`src/rtl/hv_stage_sequencer_if.sv`:
```
// hv_stage_sequencer_if: command, permissive/feedback and status bundle for the HV stage sequencer
// Signals: i_start, i_stop, i_trip, i_fault_clear, i_perm[5:0], i_act[5:0] toward the sequencer;
//   o_stage_on[5:0], o_hv_ready, o_busy, o_fault, o_fault_code[2:0], o_fault_stage[2:0] from it.
// Modports: master drives the requests/feedback, slave is the sequencer.
interface hv_stage_sequencer_if;
  logic i_start, i_stop, i_trip, i_fault_clear;
  logic [5:0] i_perm, i_act, o_stage_on;
  logic o_hv_ready, o_busy, o_fault;
  logic [2:0] o_fault_code, o_fault_stage;
  modport master (
    output i_start, i_stop, i_trip, i_fault_clear, i_perm, i_act,
    input  o_stage_on, o_hv_ready, o_busy, o_fault, o_fault_code, o_fault_stage
  );
  modport slave (
    input  i_start, i_stop, i_trip, i_fault_clear, i_perm, i_act,
    output o_stage_on, o_hv_ready, o_busy, o_fault, o_fault_code, o_fault_stage
  );
endinterface

```
`src/rtl/hv_stage_sequencer.sv`:
```
// hv_stage_sequencer: ramps RPSC supply stages FAN..DR_AMP up/down in order with ACT confirmation, dwell and latched faults
// Ports: clk, reset (asynchronous, active-high), bus (slave side of hv_stage_sequencer_if).
// Option: define HVSEQ_CA_WARMUP_EN to give the cathode stage (1) a CA_WARMUP dwell instead of STEP_DELAY.
module hv_stage_sequencer #(
  parameter int STEP_DELAY  = 1000,
  parameter int ACK_TIMEOUT = 5000,
  parameter int FAN_RUNDOWN = 60000,
  parameter int CA_WARMUP   = 30000
) (
  input logic clk,
  input logic reset,
  hv_stage_sequencer_if.slave bus
);
  localparam int M0 = STEP_DELAY > ACK_TIMEOUT ? STEP_DELAY : ACK_TIMEOUT;
  localparam int M1 = M0 > FAN_RUNDOWN ? M0 : FAN_RUNDOWN;
  localparam int CW = $clog2(M1 > CA_WARMUP ? M1 : CA_WARMUP) + 1;
`ifdef HVSEQ_CA_WARMUP_EN
  localparam int CA_DWELL = CA_WARMUP;
`else
  localparam int CA_DWELL = STEP_DELAY;
`endif
  localparam logic [CW-1:0] STEP_LAST = CW'(STEP_DELAY - 1);
  localparam logic [CW-1:0] CA_LAST   = CW'(CA_DWELL - 1);
  localparam logic [CW-1:0] ACK_LAST  = CW'(ACK_TIMEOUT - 1);
  localparam logic [CW-1:0] FAN_LAST  = CW'(FAN_RUNDOWN - 1);
  typedef enum logic [2:0] {IDLE, RAMP, DWELL, RUN, DOWN, FAULT} state_t;
  state_t state, state_n;
  logic [CW-1:0] cnt, cnt_n;
  logic [2:0] k, k_n, kp, code_n, fstage_n;
  logic [5:0] stage_n, lt_k, perm_lost, act_lost, shed;
  logic mon, flt, fault_n, busy_n;
  function automatic logic [2:0] lowest(input logic [5:0] v);
    lowest = '0;
    for (int i = 5; i >= 0; i--) if (v[i]) lowest = 3'(i);
  endfunction
  always_comb begin
    kp = k + 3'd1;
    lt_k = 6'((7'd1 << k) - 7'd1);
    mon = state inside {RAMP, DWELL, RUN};
    perm_lost = mon ? bus.o_stage_on & ~bus.i_perm : '0;
    // stage k counts as confirmed once its ACT has been seen (DWELL/RUN), not while still ramping
    act_lost = mon ? (state == RAMP ? lt_k : {lt_k[4:0], 1'b1}) & ~bus.i_act : '0;
    // enabled stages are always a contiguous run from bit 0, so shifting drops the top HV stage and the fan is kept
    shed = (bus.o_stage_on >> 1) | {5'b0, bus.o_stage_on[0]};
    state_n = state;
    cnt_n = &cnt ? cnt : cnt + CW'(1);
    k_n = k;
    stage_n = bus.o_stage_on;
    fault_n = bus.o_fault;
    code_n = bus.o_fault_code;
    fstage_n = bus.o_fault_stage;
    flt = 1'b0;
    if (bus.i_trip && state != FAULT) begin
      flt = 1'b1; code_n = 3'd1; fstage_n = 3'd7;
    end else if (|perm_lost) begin
      flt = 1'b1; code_n = 3'd3; fstage_n = lowest(perm_lost);
    end else if (|act_lost) begin
      flt = 1'b1; code_n = 3'd4; fstage_n = lowest(act_lost);
    end else if (state == RAMP && !bus.i_act[k] && cnt == ACK_LAST) begin
      flt = 1'b1; code_n = 3'd2; fstage_n = k;
    end else if (mon && bus.i_stop) begin
      state_n = DOWN; stage_n = shed; cnt_n = '0;
    end else begin
      case (state)
        IDLE: if (bus.i_start && !bus.i_stop && !bus.o_fault && bus.i_perm[0]) begin
          state_n = RAMP; k_n = '0; stage_n = 6'h01; cnt_n = '0;
        end
        RAMP: if (bus.i_act[k]) begin
          state_n = DWELL; cnt_n = '0;
        end
        DWELL: if (cnt == (k == 3'd1 ? CA_LAST : STEP_LAST)) begin
          if (k == 3'd5) state_n = RUN;
          else if (bus.i_perm[kp]) begin
            state_n = RAMP; k_n = kp; stage_n = {bus.o_stage_on[4:0], 1'b1}; cnt_n = '0;
          end else cnt_n = cnt;
        end
        DOWN: if (|bus.o_stage_on[5:1]) begin
          if (cnt == STEP_LAST) begin
            stage_n = shed; cnt_n = '0;
          end
        end else if (cnt == FAN_LAST) begin
          stage_n = '0; state_n = IDLE;
        end
        FAULT: if (bus.i_fault_clear && bus.o_stage_on == '0) begin
          state_n = IDLE; fault_n = 1'b0; code_n = '0; fstage_n = '0;
        end else if (cnt == FAN_LAST) stage_n[0] = 1'b0;
        default: ;
      endcase
    end
    if (flt) begin
      state_n = FAULT; fault_n = 1'b1; stage_n = {5'b0, bus.o_stage_on[0]}; cnt_n = '0;
    end
    busy_n = state_n inside {RAMP, DWELL, DOWN} || (state_n == FAULT && stage_n[0]);
  end
  always_ff @(posedge clk or posedge reset)
    if (reset) begin
      state <= IDLE;
      cnt <= '0;
      k <= '0;
      bus.o_stage_on <= '0;
      bus.o_hv_ready <= 1'b0;
      bus.o_busy <= 1'b0;
      bus.o_fault <= 1'b0;
      bus.o_fault_code <= '0;
      bus.o_fault_stage <= '0;
    end else begin
      state <= state_n;
      cnt <= cnt_n;
      k <= k_n;
      bus.o_stage_on <= stage_n;
      bus.o_hv_ready <= state_n == RUN;
      bus.o_busy <= busy_n;
      bus.o_fault <= fault_n;
      bus.o_fault_code <= code_n;
      bus.o_fault_stage <= fstage_n;
    end
endmodule
```
`src/flat_wrapper.sv`:
```
// flat-port wrapper written by rule: the top's interface ports become plain ports
module hv_stage_sequencer_flat 
#(
  parameter int STEP_DELAY  = 1000,
  parameter int ACK_TIMEOUT = 5000,
  parameter int FAN_RUNDOWN = 60000,
  parameter int CA_WARMUP   = 30000
)
  (clk, reset, bus_i_start, bus_i_stop, bus_i_trip, bus_i_fault_clear, bus_i_perm, bus_i_act, bus_o_stage_on, bus_o_hv_ready, bus_o_busy, bus_o_fault, bus_o_fault_code, bus_o_fault_stage);
  hv_stage_sequencer_if bus_i ();
  input logic clk;
  input logic reset;
  input wire logic [$bits(bus_i.i_start)-1:0] bus_i_start;
  input wire logic [$bits(bus_i.i_stop)-1:0] bus_i_stop;
  input wire logic [$bits(bus_i.i_trip)-1:0] bus_i_trip;
  input wire logic [$bits(bus_i.i_fault_clear)-1:0] bus_i_fault_clear;
  input wire logic [$bits(bus_i.i_perm)-1:0] bus_i_perm;
  input wire logic [$bits(bus_i.i_act)-1:0] bus_i_act;
  output wire logic [$bits(bus_i.o_stage_on)-1:0] bus_o_stage_on;
  output wire logic [$bits(bus_i.o_hv_ready)-1:0] bus_o_hv_ready;
  output wire logic [$bits(bus_i.o_busy)-1:0] bus_o_busy;
  output wire logic [$bits(bus_i.o_fault)-1:0] bus_o_fault;
  output wire logic [$bits(bus_i.o_fault_code)-1:0] bus_o_fault_code;
  output wire logic [$bits(bus_i.o_fault_stage)-1:0] bus_o_fault_stage;
  assign bus_i.i_start = bus_i_start;
  assign bus_i.i_stop = bus_i_stop;
  assign bus_i.i_trip = bus_i_trip;
  assign bus_i.i_fault_clear = bus_i_fault_clear;
  assign bus_i.i_perm = bus_i_perm;
  assign bus_i.i_act = bus_i_act;
  assign bus_o_stage_on = bus_i.o_stage_on;
  assign bus_o_hv_ready = bus_i.o_hv_ready;
  assign bus_o_busy = bus_i.o_busy;
  assign bus_o_fault = bus_i.o_fault;
  assign bus_o_fault_code = bus_i.o_fault_code;
  assign bus_o_fault_stage = bus_i.o_fault_stage;
  hv_stage_sequencer #(.STEP_DELAY(STEP_DELAY), .ACK_TIMEOUT(ACK_TIMEOUT), .FAN_RUNDOWN(FAN_RUNDOWN), .CA_WARMUP(CA_WARMUP)) u_core (.clk(clk), .reset(reset), .bus(bus_i));
endmodule
```
`config.mk`:
```
export PLATFORM = sky130hd
export DESIGN_NAME = hv_stage_sequencer_flat
export DESIGN_NICKNAME = d
export VERILOG_FILES = /design/src/rtl/hv_stage_sequencer_if.sv /design/src/rtl/hv_stage_sequencer.sv /design/src/flat_wrapper.sv
export SDC_FILE = /design/constraint.sdc
export NUM_CORES = 1
export LEC_CHECK = 0
export CAP_MARGIN = 20
export CELL_PAD_IN_SITES_DETAIL_PLACEMENT = 1
export CELL_PAD_IN_SITES_GLOBAL_PLACEMENT = 2
export CORE_MARGIN = 8
export CORE_UTILIZATION = 35
export CTS_BUF_LIST = sky130_fd_sc_hd__clkbuf_16
export DETAILED_ROUTE_END_ITERATION = 10
export PLACE_DENSITY_LB_ADDON = 0.1
export REMOVE_ABC_BUFFERS = 1
export SYNTH_ARGS = -nofsm -noshare
export SYNTH_HDL_FRONTEND = slang
export SYNTH_SLANG_ARGS = --single-unit
```
`constraint.sdc`:
```
create_clock -name clk -period 3.8 [get_ports clk]
set_clock_uncertainty 0.2 [all_clocks]
set_input_delay 0.38 -clock clk [delete_from_list [all_inputs] [get_ports clk]]
set_output_delay 0.38 -clock clk [all_outputs]
set_load 0.01 [all_outputs]
```
# [Yosys cells after proc, flatten, opt, wreduce, memory -nomap -nowiden]
# Index checks and enable logic that the tools add are counted.
[totals] ff_bits=38 inputBits=18 out_inout_bits=15 word_cells=183
[classes] add_sub_neg=3 n_lt_le_gt_ge=2 eq_ne=32 n_shift=1 n_mux=94 bitwise_logic=10 n_reduce_logical=31
[op_table] cell="17-bit two-way mux" count=14
[op_table] cell="3-bit two-way mux" count=41
[op_table] cell="6-bit two-way mux" count=16
[op_table] cell="17-bit one-hot mux with 4 select lines" count=1
[op_table] cell="17-bit by 1-bit adder with 17-bit output, second input constant" count=1
[op_table] cell="17-bit by 10-bit == test with 1-bit output, second input constant" count=1
[op_table] cell="17-bit by 13-bit == test with 1-bit output, second input constant" count=1
[op_table] cell="17-bit by 16-bit == test with 1-bit output, second input constant" count=1
[op_table] cell="17-bit AND reduction" count=1
[op_table] cell="1-bit two-way mux" count=16
[op_table] cell="3-bit == test, second input constant" count=5
[op_table] cell="3-bit one-hot mux with 5 select lines" count=1
[op_table] cell="5-bit one-hot mux with 3 select lines" count=1
[op_table] cell="5-bit nonzero test" count=3
[op_table] cell="6-bit AND" count=2
[op_table] cell="3-bit by 2-bit == test with 1-bit output, second input constant" count=4
[op_table] cell="2-bit by 1-bit != test with 1-bit output, second input constant" count=6
[op_table] cell="4-bit by 3-bit != test with 1-bit output, second input constant" count=3
[op_table] cell="6-bit inverter" count=2
[op_table] cell="6-bit OR reduction" count=2
[op_table] cell="11-bit AND reduction" count=1
[op_table] cell="10-bit by 9-bit != test with 1-bit output, second input constant" count=1
[op_table] cell="5-bit by 1-bit != test with 1-bit output, second input constant" count=2
[op_table] cell="10-bit AND reduction" count=1
[op_table] cell="other kinds (24)" count=46

# [Longest topological paths before layout]
# Gate-level depths: netlist (run 1).
[depth] ltp_word=16 mapped_depth=15

# [Worst setup path after synthesis (run 1)]
# OpenSTA, ideal clock, no wires.
[synth_timing] kind="register -> register" startpoint="register u_core.k[0]" endpoint="register u_core.bus.o_fault_stage[0]" setup_ns=0.125 t_arrival_ns=3.031 t_required_ns=3.475 slack_ns=0.445 path_stages_with_launch=13 synth_period_minus_slack_ns=3.355 path_cell_list="dfrtp_1 > clkbuf_1 > inv_1 > ha_1 > nor2b_1 > inv_1 > ha_1 > xor2_1 > a221o_1 > a41oi_2 > nor4_4 > and2b_1 > mux2_2"
[synth_via] elab_chain_len=14 elab_cells_between_ends=25 cone_classes="1 x add/sub; 1 x eq/ne; 1 x shift; 14 x mux; 1 x bitwise; 7 x reduce/logical"
[synth_rtl] element="start, declared" line_no="hv_stage_sequencer.sv:29" rtl="logic [2:0] k, k_n, kp, code_n, fstage_n;"
[synth_rtl] element="start signal, assigned" line_no="hv_stage_sequencer.sv:109" rtl="k <= k_n;"
[synth_rtl] element="1-bit by 3-bit left shift with 6-bit output" line_no="hv_stage_sequencer.sv:38" rtl="lt_k = 6'((7'd1 << k) - 7'd1);"
[synth_rtl] element="6-bit by 1-bit subtractor with 6-bit output" line_no="hv_stage_sequencer.sv:38"
[synth_rtl] element="6-bit two-way mux" line_no="hv_stage_sequencer.sv:42" rtl="act_lost = mon ? (state == RAMP ? lt_k : {lt_k[4:0], 1'b1}) & ~bus.i_act : '0;"
[synth_rtl] element="6-bit AND" line_no="hv_stage_sequencer.sv:42"
[synth_rtl] element="6-bit two-way mux" line_no="hv_stage_sequencer.sv:42"
[synth_rtl] element="3-bit two-way mux (6 in series)" line_no="hv_stage_sequencer.sv:34" rtl="for (int i = 5; i >= 0; i--) if (v[i]) lowest = 3'(i);"
[synth_rtl] element="3-bit two-way mux" line_no="hv_stage_sequencer.sv:57" rtl="end else if (|act_lost) begin"
[synth_rtl] element="3-bit two-way mux" line_no="hv_stage_sequencer.sv:55" rtl="end else if (|perm_lost) begin"
[synth_rtl] element="3-bit two-way mux" line_no="hv_stage_sequencer.sv:53" rtl="if (bus.i_trip && state != FAULT) begin"
[synth_rtl] element="end signal, assigned" line_no="hv_stage_sequencer.sv:115" rtl="bus.o_fault_stage <= fstage_n;"
[synth_rtl] element="end, declared" line_no="hv_stage_sequencer_if.sv:16" rtl="output o_stage_on, o_hv_ready, o_busy, o_fault, o_fault_code, o_fault_stage"
# Parallel ways exist; a longest one is shown, timed or not. The select of a mux whose other input is x is not followed.
# A chain may end at the register's enable or synchronous reset.

# [Final worst setup path (run 1)]
[layout_timing] startpoint="register u_core.k[0]" endpoint="register u_core.bus.o_busy"
[layout_via] elab_chain_len=16 elab_cells_between_ends=47 cone_classes="2 x add/sub; 5 x eq/ne; 1 x shift; 31 x mux; 1 x bitwise; 7 x reduce/logical"
[layout_rtl] element="3-bit by 1-bit adder with 3-bit output" line_no="hv_stage_sequencer.sv:37" rtl="kp = k + 3'd1;"
[layout_rtl] element="1-bit binary-select mux with 3-bit select" line_no="hv_stage_sequencer.sv:73" rtl="else if (bus.i_perm[kp]) begin"
[layout_rtl] element="1-bit two-way mux (not written as such)" line_no="hv_stage_sequencer.sv:73"
[layout_rtl] element="3-bit two-way mux" line_no="hv_stage_sequencer.sv:73"
[layout_rtl] element="3-bit two-way mux" line_no="hv_stage_sequencer.sv:72" rtl="if (k == 3'd5) state_n = RUN;"
[layout_rtl] element="3-bit two-way mux" line_no="hv_stage_sequencer.sv:71" rtl="DWELL: if (cnt == (k == 3'd1 ? CA_LAST : STEP_LAST)) begin"
[layout_rtl] element="3-bit one-hot mux with 5 select lines" line_no="hv_stage_sequencer.sv:64" rtl="case (state)"
[layout_rtl] element="3-bit two-way mux" line_no="hv_stage_sequencer.sv:61" rtl="end else if (mon && bus.i_stop) begin"
[layout_rtl] element="3-bit two-way mux" line_no="hv_stage_sequencer.sv:59" rtl="end else if (state == RAMP && !bus.i_act[k] && cnt == ACK_LAST) begin"
[layout_rtl] element="3-bit two-way mux" line_no="hv_stage_sequencer.sv:57"
[layout_rtl] element="3-bit two-way mux" line_no="hv_stage_sequencer.sv:55"
[layout_rtl] element="3-bit two-way mux" line_no="hv_stage_sequencer.sv:53"
[layout_rtl] element="3-bit two-way mux" line_no="hv_stage_sequencer.sv:90" rtl="if (flt) begin"
[layout_rtl] element="3-bit by 1-bit == test with 1-bit output, or another cell as far along" line_no="hv_stage_sequencer.sv:93" rtl="busy_n = state_n inside {RAMP, DWELL, DOWN} || (state_n == FAULT && stage_n[0]);"
[layout_rtl] element="3-bit nonzero test / 1-bit logical AND (equally long branches)" line_no="hv_stage_sequencer.sv:93"
[layout_rtl] element="1-bit logical OR *" line_no="hv_stage_sequencer.sv:93"
[layout_rtl] element="via u_core.busy_n" line_no="hv_stage_sequencer.sv:31" rtl="logic mon, flt, fault_n, busy_n;"
[layout_rtl] element="end signal, assigned" line_no="hv_stage_sequencer.sv:112" rtl="bus.o_busy <= busy_n;"
[layout_rtl] element="end, declared" line_no="hv_stage_sequencer_if.sv:16"
# The timed path passes the listed nets; every way through them passes the cells marked *. The select of a mux whose other input is x is not followed.

==> results of run 1 <==
## critical path: cells and delay by family (launching register included)
kind,cells,cell delay [ns]
buffers and inverters,3,0.43
AO/OA/AOI/OAI,3,0.67
XOR/XNOR,1,0.30
adder cells (fa/ha/maj),2,0.50
flip-flops,1,0.46
AND/OR/NAND/NOR,3,0.91
## cell families after synthesis
logic type	after synthesis	share of synthesized area (%)
AO/OA/AOI/OAI	97	23.8
multiplexers	13	4.50
buffers and inverters	27	4.82
adder cells (fa/ha/maj)	7	2.79
XOR/XNOR	14	3.91
flip-flops	38	30.3
AND/OR/NAND/NOR	162	29.9
## metal layers
layer | global-route usage [%] | vias to the layer above
met5 | 0 | -
met2 | 25.8 | 51
li1 | - | 1441
met4 | 5.68 | 0
met3 | 2.44 | 21
met1 | 23.0 | 1486
## sequential cells by signal, summed over array words and instances (netlist names)
signal and cells:
u_core.bus.o_stage_on 6, u_core.bus.o_fault 1, u_core.bus.o_fault_stage 3, u_core.k 3, u_core.bus.o_busy 1, u_core.state 3, u_core.bus.o_hv_ready 1, u_core.cnt 17
u_core.bus.o_fault_code 3
## cell type report
type / count / share of cell area, %
Clock buffer: 5 / 3.32
Clock inverter: 3 / 0.432
Inverter: 14 / 1.40
Multi-Input combinational cell: 293 / 54.2
Sequential cell: 38 / 25.3
Tap cell: 108 / 3.59
Timing Repair Buffer: 47 / 11.8
## per-stage QoR
step / cell area, sq um / power (mW) / std cells / util [%] / hold slack [ns]
after global routing: 3760 / 2.12 / 508 / 43.2 / 0.299
after CTS: 3740 / 1.97 / 507 / 42.9 / 0.280
after detailed placement: 3600 / 1.54 / 499 / 41.3 / 0.271
final: 3760 / 1.98 / 508 / 43.2 / 0.278
after global placement: 3600 / 1.54 / 499 / 41.3 / 0.262
after floorplan: 3040 / 1.17 / 345 / - / 0.299
## worst paths after layout
path	startpoint	end	slack, ns	cells after the start
min	u_core.bus.o_fault_code[1]	u_core.bus.o_fault_code[1]	0.28	1
max in group asynchronous	reset	u_core.bus.o_stage_on[3]	2.71	3
min reg2reg	u_core.bus.o_fault_code[1]	u_core.bus.o_fault_code[1]	0.28	1
min in group asynchronous	reset	u_core.cnt[1]	0.33	3
max reg2reg	u_core.k[0]	u_core.bus.o_busy	0.27	12
max	u_core.k[0]	u_core.bus.o_busy	0.27	12
## layout by cell type (no fill, tap or decap), types with 3 or more instances in the layout
cell              n
nand4b_1          3
clkbuf_16         5
o21a_1            4
nor4_1            5
a21o_1            4
mux2i_1           4
o31ai_1           4
or3_1             5
nand4_1           6
a221o_1           4
nand2b_1          9
a211oi_1          4
a31o_2            3
nor3b_1           5
nor3_1           12
a221oi_1          3
nand2_1          28
o21ai_0           9
clkdlybuf4s50_1  32
nand3_1          18
a22o_1            8
nor2_1           31
xnor2_1           3
mux2_2            9
ha_1              7
inv_1            14
buf_4            14
xor2_1           11
dfrtp_1          38
or2_2             3
or4_1             3
nor2b_1           6
a21oi_1          18
a31oi_1           7
and3_1            6
## timing repair
action / CTS / global route
endpoints found under the setup margin: 0 / 19
resized for setup: 0 / 1
setup buffers: 0 / 1
## synth_stat cells (3+ instances only)
cell type | number | area [sq um]
a221oi_1 | 3 | 26.3
buf_2 | 4 | 20.0
a21o_1 | 4 | 30.0
a31o_2 | 3 | 26.3
o21a_1 | 4 | 30.0
mux2_2 | 9 | 101
ha_1 | 7 | 87.6
or2_2 | 3 | 18.8
nand4_1 | 6 | 37.5
a21oi_1 | 18 | 90.1
mux2i_1 | 4 | 40.0
inv_1 | 14 | 52.6
nand2b_1 | 9 | 56.3
nor4_1 | 5 | 31.3
o21ai_0 | 9 | 45.0
clkbuf_1 | 3 | 11.3
a211oi_1 | 4 | 30.0
or3_1 | 5 | 31.3
a221o_1 | 4 | 40.0
nand2_1 | 28 | 105
or4_1 | 3 | 22.5
and3_1 | 6 | 37.5
nor3_1 | 12 | 60.1
nor3b_1 | 5 | 37.5
nor2_1 | 31 | 116
o31ai_1 | 4 | 30.0
a22o_1 | 8 | 70.1
nor2b_1 | 7 | 43.8
buf_6 | 6 | 67.6
nand4b_1 | 3 | 26.3
xor2_1 | 11 | 96.3
nand3_1 | 18 | 90.1
dfrtp_1 | 38 | 951
a31oi_1 | 7 | 43.8
xnor2_1 | 3 | 26.3
## power by group through the flow
stage / combinational (mW) / clock, mW / sequential, mW
final: 1.02 / 0.412 / 0.553
after floorplan: 0.582 / 0 / 0.589
after global placement: 0.980 / 0 / 0.557
after detailed placement: 0.982 / 0 / 0.561
after CTS: 0.989 / 0.423 / 0.553
after global routing: 1.12 / 0.440 / 0.564
==> impl_metrics.env, run 1 <==
export IMPL_crit_type="flip-flop to flip-flop"
export IMPL_maxSlewViolCount=0
export IMPL_antenna_found_initial=0
export IMPL_die_area_sq_um=12300
export IMPL_first_iter_violations=75
export IMPL_cp_data_arrival_time_ns=3.55
export IMPL_startpoint_type="flip-flop"
export IMPL_synthCells=358
export IMPL_setup_tns_ns=0
export IMPL_critPathSlowestCell="dfrtp_1"
export IMPL_peakVddDrop_v=0.000305
export IMPL_met1_length_mm=4.98
export IMPL_combinationalPowerShare_pct=51.3
export IMPL_cts_buffers=5
export IMPL_antenna_left=0
export IMPL_drc=0
export IMPL_multiInputGateArea_sq_um=2040
export IMPL_diodes=0
export IMPL_drive_gt1_share_pct=13.0
export IMPL_clkPwrFrac_pct=20.8
export IMPL_ctsHoldBuffers=0
export IMPL_via_per_inst=5.90
export IMPL_tritoncts="yes"
export IMPL_synth_seq_cells=38
export IMPL_dp_final_hpwl_mm=8.03
export IMPL_swShare_pct=40.9
export IMPL_hold_viol_final=0
export IMPL_timing_fmax_ghz=0.283
export IMPL_drt_wl_total_mm=10.2
export IMPL_wl_met3_microns=285
export IMPL_syn_avg_cell_area_sq_um=8.77
export IMPL_register_area_sq_um=951
export IMPL_grt_pass1_vias=3042
export IMPL_worstMarginPinSlew_ns=0.852
export IMPL_clock_root_buffer="clkbuf_16"
export IMPL_worstPathRequired_ns=3.82
export IMPL_outcome="finished clean"
export IMPL_powerDensity_nw_per_um2=526
export IMPL_grt_pass1_wl_mm=17.1
export IMPL_ios=33
export IMPL_wl_met2_mm=4.71
export IMPL_yosysUniqueCellTypes=74
export IMPL_syn_area_sq_um=3140
export IMPL_fin_nets=424
export IMPL_grt_start_max_net_pins=39
export IMPL_cpPeakStageDelay_ns=0.46
export IMPL_vias=2999
export IMPL_numPortBuffers=32
export IMPL_grt_ovfl_total=0
export IMPL_synth_edf_count=0
export IMPL_syn2layout_area_growth_pct=19.9
export IMPL_core_area_sq_um=8720
export IMPL_path_cells="inv_1 -> ha_1 -> nor2b_2 -> inv_1 -> ha_1 -> xor2_1 -> a221o_1 -> a41oi_2 -> nor4_4 -> buf_4 -> nor3b_1 -> o32a_1"
export IMPL_leakage_nw=1.55
export IMPL_period_minus_slack_ns=3.53
export IMPL_top_layer="met4"
export IMPL_crit_fanout=12
export IMPL_rows=34
export IMPL_ys_seq_area_share_pct=30.3
export IMPL_post_place_ws_ns=0.183
export IMPL_h_tree_depth=2
export IMPL_p_int_mw=1.17
export IMPL_p_seq_share_pct=27.9
export IMPL_rsz0062_at_grt="no"
export IMPL_clk_path_buf_depth=2
export IMPL_setup_viol=0
export IMPL_period_share_pct=93.0
export IMPL_synth_flop_cell="dfrtp_1"
export IMPL_drv_cap=0
export IMPL_grt_usage_pct=16.7
export IMPL_die_h_microns=111
export IMPL_fin_ws_ns=0.266
export IMPL_relSlewSlack_pct=43.1
export IMPL_endpoint_kind="flip-flop"
export IMPL_hold_class="flip-flop to flip-flop"
export IMPL_power_net_switching_mw=0.811
export IMPL_yosysWarnings=0
export IMPL_start_util_pct=36.0
export IMPL_n_fill_cell=1036
export IMPL_async_reset_ff_share_pct=100
export IMPL_clock_sinks=38
export IMPL_insertion_delay_ns=0.29
export IMPL_wl_per_cell_microns=20.1
export IMPL_die_w_microns=111
export IMPL_firstDrtPassIters=4
export IMPL_place_gp_congestion=0.887
export IMPL_clkTransAtPathRegs_ns=0.06
Note: power is estimated with default switching activity, not from simulation.
==> run 2, diff against run 1 <==
==> constraint.sdc (replaced) <==
create_clock -name clk -period 4.4 [get_ports clk]
set_clock_uncertainty 0.2 [all_clocks]
set_input_delay 0.44 -clock clk [delete_from_list [all_inputs] [get_ports clk]]
set_output_delay 0.44 -clock clk [all_outputs]
set_load 0.01 [all_outputs]
==> run 2 against run 1 <==
- global-route usage grew 0.47 points
- core utilization fell by 0.49 points
- critical path type unchanged
- die area did not move
- cell count shrank 1.4%
- sequential share of layout area grew 0.29 points
- hold slack improved by 0.0075 ns
- largest power group unchanged
==> impl_metrics.env, run 2 (synthesis gave the netlist of run 1 again) <==
export IMPL_cts_buffers=5
export IMPL_setup_viol=0
export IMPL_start_util_pct=36.0
export IMPL_period_minus_slack_ns=4.00
export IMPL_drt_wl_total_mm=10.6
export IMPL_combinationalPowerShare_pct=49.9
export IMPL_power_net_switching_mw=0.710
export IMPL_largest_reg_flops=17
export IMPL_post_place_ws_ns=0.418
export IMPL_drive_gt1_share_pct=11.2
export IMPL_p_seq_share_pct=26.4
export IMPL_reg_top3="u_core.cnt: 17 flops, u_core.bus.o_stage_on: 6 flops"
export IMPL_antenna_left=0
export IMPL_die_h_microns=111
export IMPL_h_tree_depth=2
export IMPL_worstPathRequired_ns=4.37
export IMPL_crit_fanout=13
export IMPL_worstMarginPinSlew_ns=0.943
export IMPL_via_per_inst=6.02
export IMPL_powerDensity_nw_per_um2=468
export IMPL_ctsHoldBuffers=0
export IMPL_timing_fmax_ghz=0.250
export IMPL_rsz0062_at_grt="no"
export IMPL_path_cells="inv_1 -> ha_1 -> nor2b_1 -> inv_1 -> ha_1 -> xor2_1 -> a221o_1 -> a41oi_2 -> nor4_4 -> and2b_1 -> mux2_2"
export IMPL_path_delay_family="simple AND/OR/NAND/NOR gates"
export IMPL_period_share_pct=90.9
export IMPL_grt_start_max_net_pins=39
export IMPL_swShare_pct=40.7
export IMPL_clock_root_buffer="clkbuf_16"
export IMPL_syn2layout_area_growth_pct=18.6
export IMPL_fin_ws_ns=0.399
export IMPL_hold_viol_final=0
export IMPL_relSlewSlack_pct=37.0
export IMPL_maxSlewViolCount=0
export IMPL_grt_pass1_vias=3100
export IMPL_grt_ovfl_total=0
export IMPL_peakVddDrop_v=0.000312
export IMPL_crit_buf_inv=2
export IMPL_startpoint_type="flip-flop"
export IMPL_drv_cap=0
export IMPL_wl_per_cell_microns=21.1
export IMPL_top_register="u_core.cnt"
export IMPL_firstDrtPassIters=4
export IMPL_hold_class="flip-flop to flip-flop"
export IMPL_crit_type="flip-flop to flip-flop"
export IMPL_insertion_delay_ns=0.28
export IMPL_drc=0
export IMPL_place_gp_congestion=0.869
export IMPL_antenna_found_initial=0
export IMPL_finalHoldWorstSlack_ns=0.285
export IMPL_diodes=0
export IMPL_rows=34
export IMPL_tritoncts="yes"
export IMPL_die_w_microns=111
export IMPL_clkPwrFrac_pct=23.7
export IMPL_die_area_sq_um=12300
export IMPL_cts_setup_buffers=0
export IMPL_cpPeakStageDelay_ns=0.61
export IMPL_fin_nets=418
export IMPL_first_iter_violations=130
export IMPL_clkTransAtPathRegs_ns=0.06
export IMPL_cp_data_arrival_time_ns=3.97
export IMPL_ios=33
export IMPL_grt_pass1_wl_mm=17.5
export IMPL_cts_repair_resized=0
export IMPL_numPortBuffers=32
export IMPL_critPathSlowestCell="nor4_4"
export IMPL_final_cell_mix="dfrtp_1, clkdlybuf4s50_1, nor2_1"
export IMPL_dp_final_hpwl_mm=8.08
export IMPL_setup_tns_ns=0
export IMPL_clock_sinks=38
export IMPL_grt_usage_pct=17.2
export IMPL_vias=3014
export IMPL_clk_path_buf_depth=2
export IMPL_core_area_sq_um=8720
export IMPL_leakage_nw=1.52
export IMPL_p_int_mw=1.03
export IMPL_outcome="finished clean"
export IMPL_final_common_cell="dfrtp_1"
export IMPL_endpoint_kind="flip-flop"
[run 2: cell count changes in the layout (fill, tap and decap cells not counted), sizes merged]
cell	change
buf	-6
bufinv	+1
clkinv	-1
clkinvlp	-1
[run 2: path summary, 6_finish.rpt]
path,startpoint,to,slack (ns),depth (start not counted)
worst max-delay path,u_core.k[0],u_core.bus.o_fault_stage[0],0.40,11
worst min-delay path,u_core.bus.o_fault_code[0],u_core.bus.o_fault_code[0],0.29,1
worst max register to register,u_core.k[0],u_core.bus.o_fault_stage[0],0.40,11
worst min register to register,u_core.bus.o_fault_code[0],u_core.bus.o_fault_code[0],0.29,1
max in group asynchronous,reset,u_core.bus.o_stage_on[3],3.23,3
min in group asynchronous,reset,u_core.bus.o_fault_stage[1],0.39,3
[run 2: power by group through the flow]
| stage | Combinational (mW) | Clock, mW | Sequential, mW |
|---|---|---|---|
| finish | 0.870 | 0.413 | 0.460 |
| global route | 0.945 | 0.435 | 0.469 |
| CTS | 0.870 | 0.420 | 0.460 |
| detailed placement | 0.866 | 0 | 0.465 |
| global placement | 0.861 | 0 | 0.463 |
| floorplan | 0.503 | 0 | 0.509 |
[run 2: cell type report]
| type | instances | area [sq um] |
|---|---|---|
| Clock buffer | 5 | 125 |
| Timing Repair Buffer | 41 | 388 |
| Multi-Input combinational cell | 293 | 2040 |
| Fill cell | 1020 | 5000 |
| Clock inverter | 2 | 33.8 |
| Inverter | 14 | 52.6 |
| Sequential cell | 38 | 951 |
| Tap cell | 108 | 135 |
[run 2: routing by layer]
| layer | track usage [%] | vias up | part of all wire, % |
|---|---|---|---|
| li1 | - | 1430 | - |
| met1 | 23.4 | 1524 | 48 |
| met2 | 27.6 | 48 | 47 |
| met3 | 2.60 | 12 | 2.8 |
| met4 | 3.96 | 0 | 1.4 |
| met5 | 0 | - | 0 |
[run 2: through the flow]
| step | instances | utilization [%] | total power, mW | cell area, sq um |
|---|---|---|---|---|
| after floorplan | 345 | - | 1.01 | 3040 |
| after global placement | 494 | 40.9 | 1.32 | 3560 |
| after detailed placement | 494 | 40.9 | 1.33 | 3560 |
| after CTS | 501 | 42.7 | 1.75 | 3720 |
| after global routing | 501 | 42.7 | 1.85 | 3720 |
| final | 501 | 42.7 | 1.74 | 3720 |
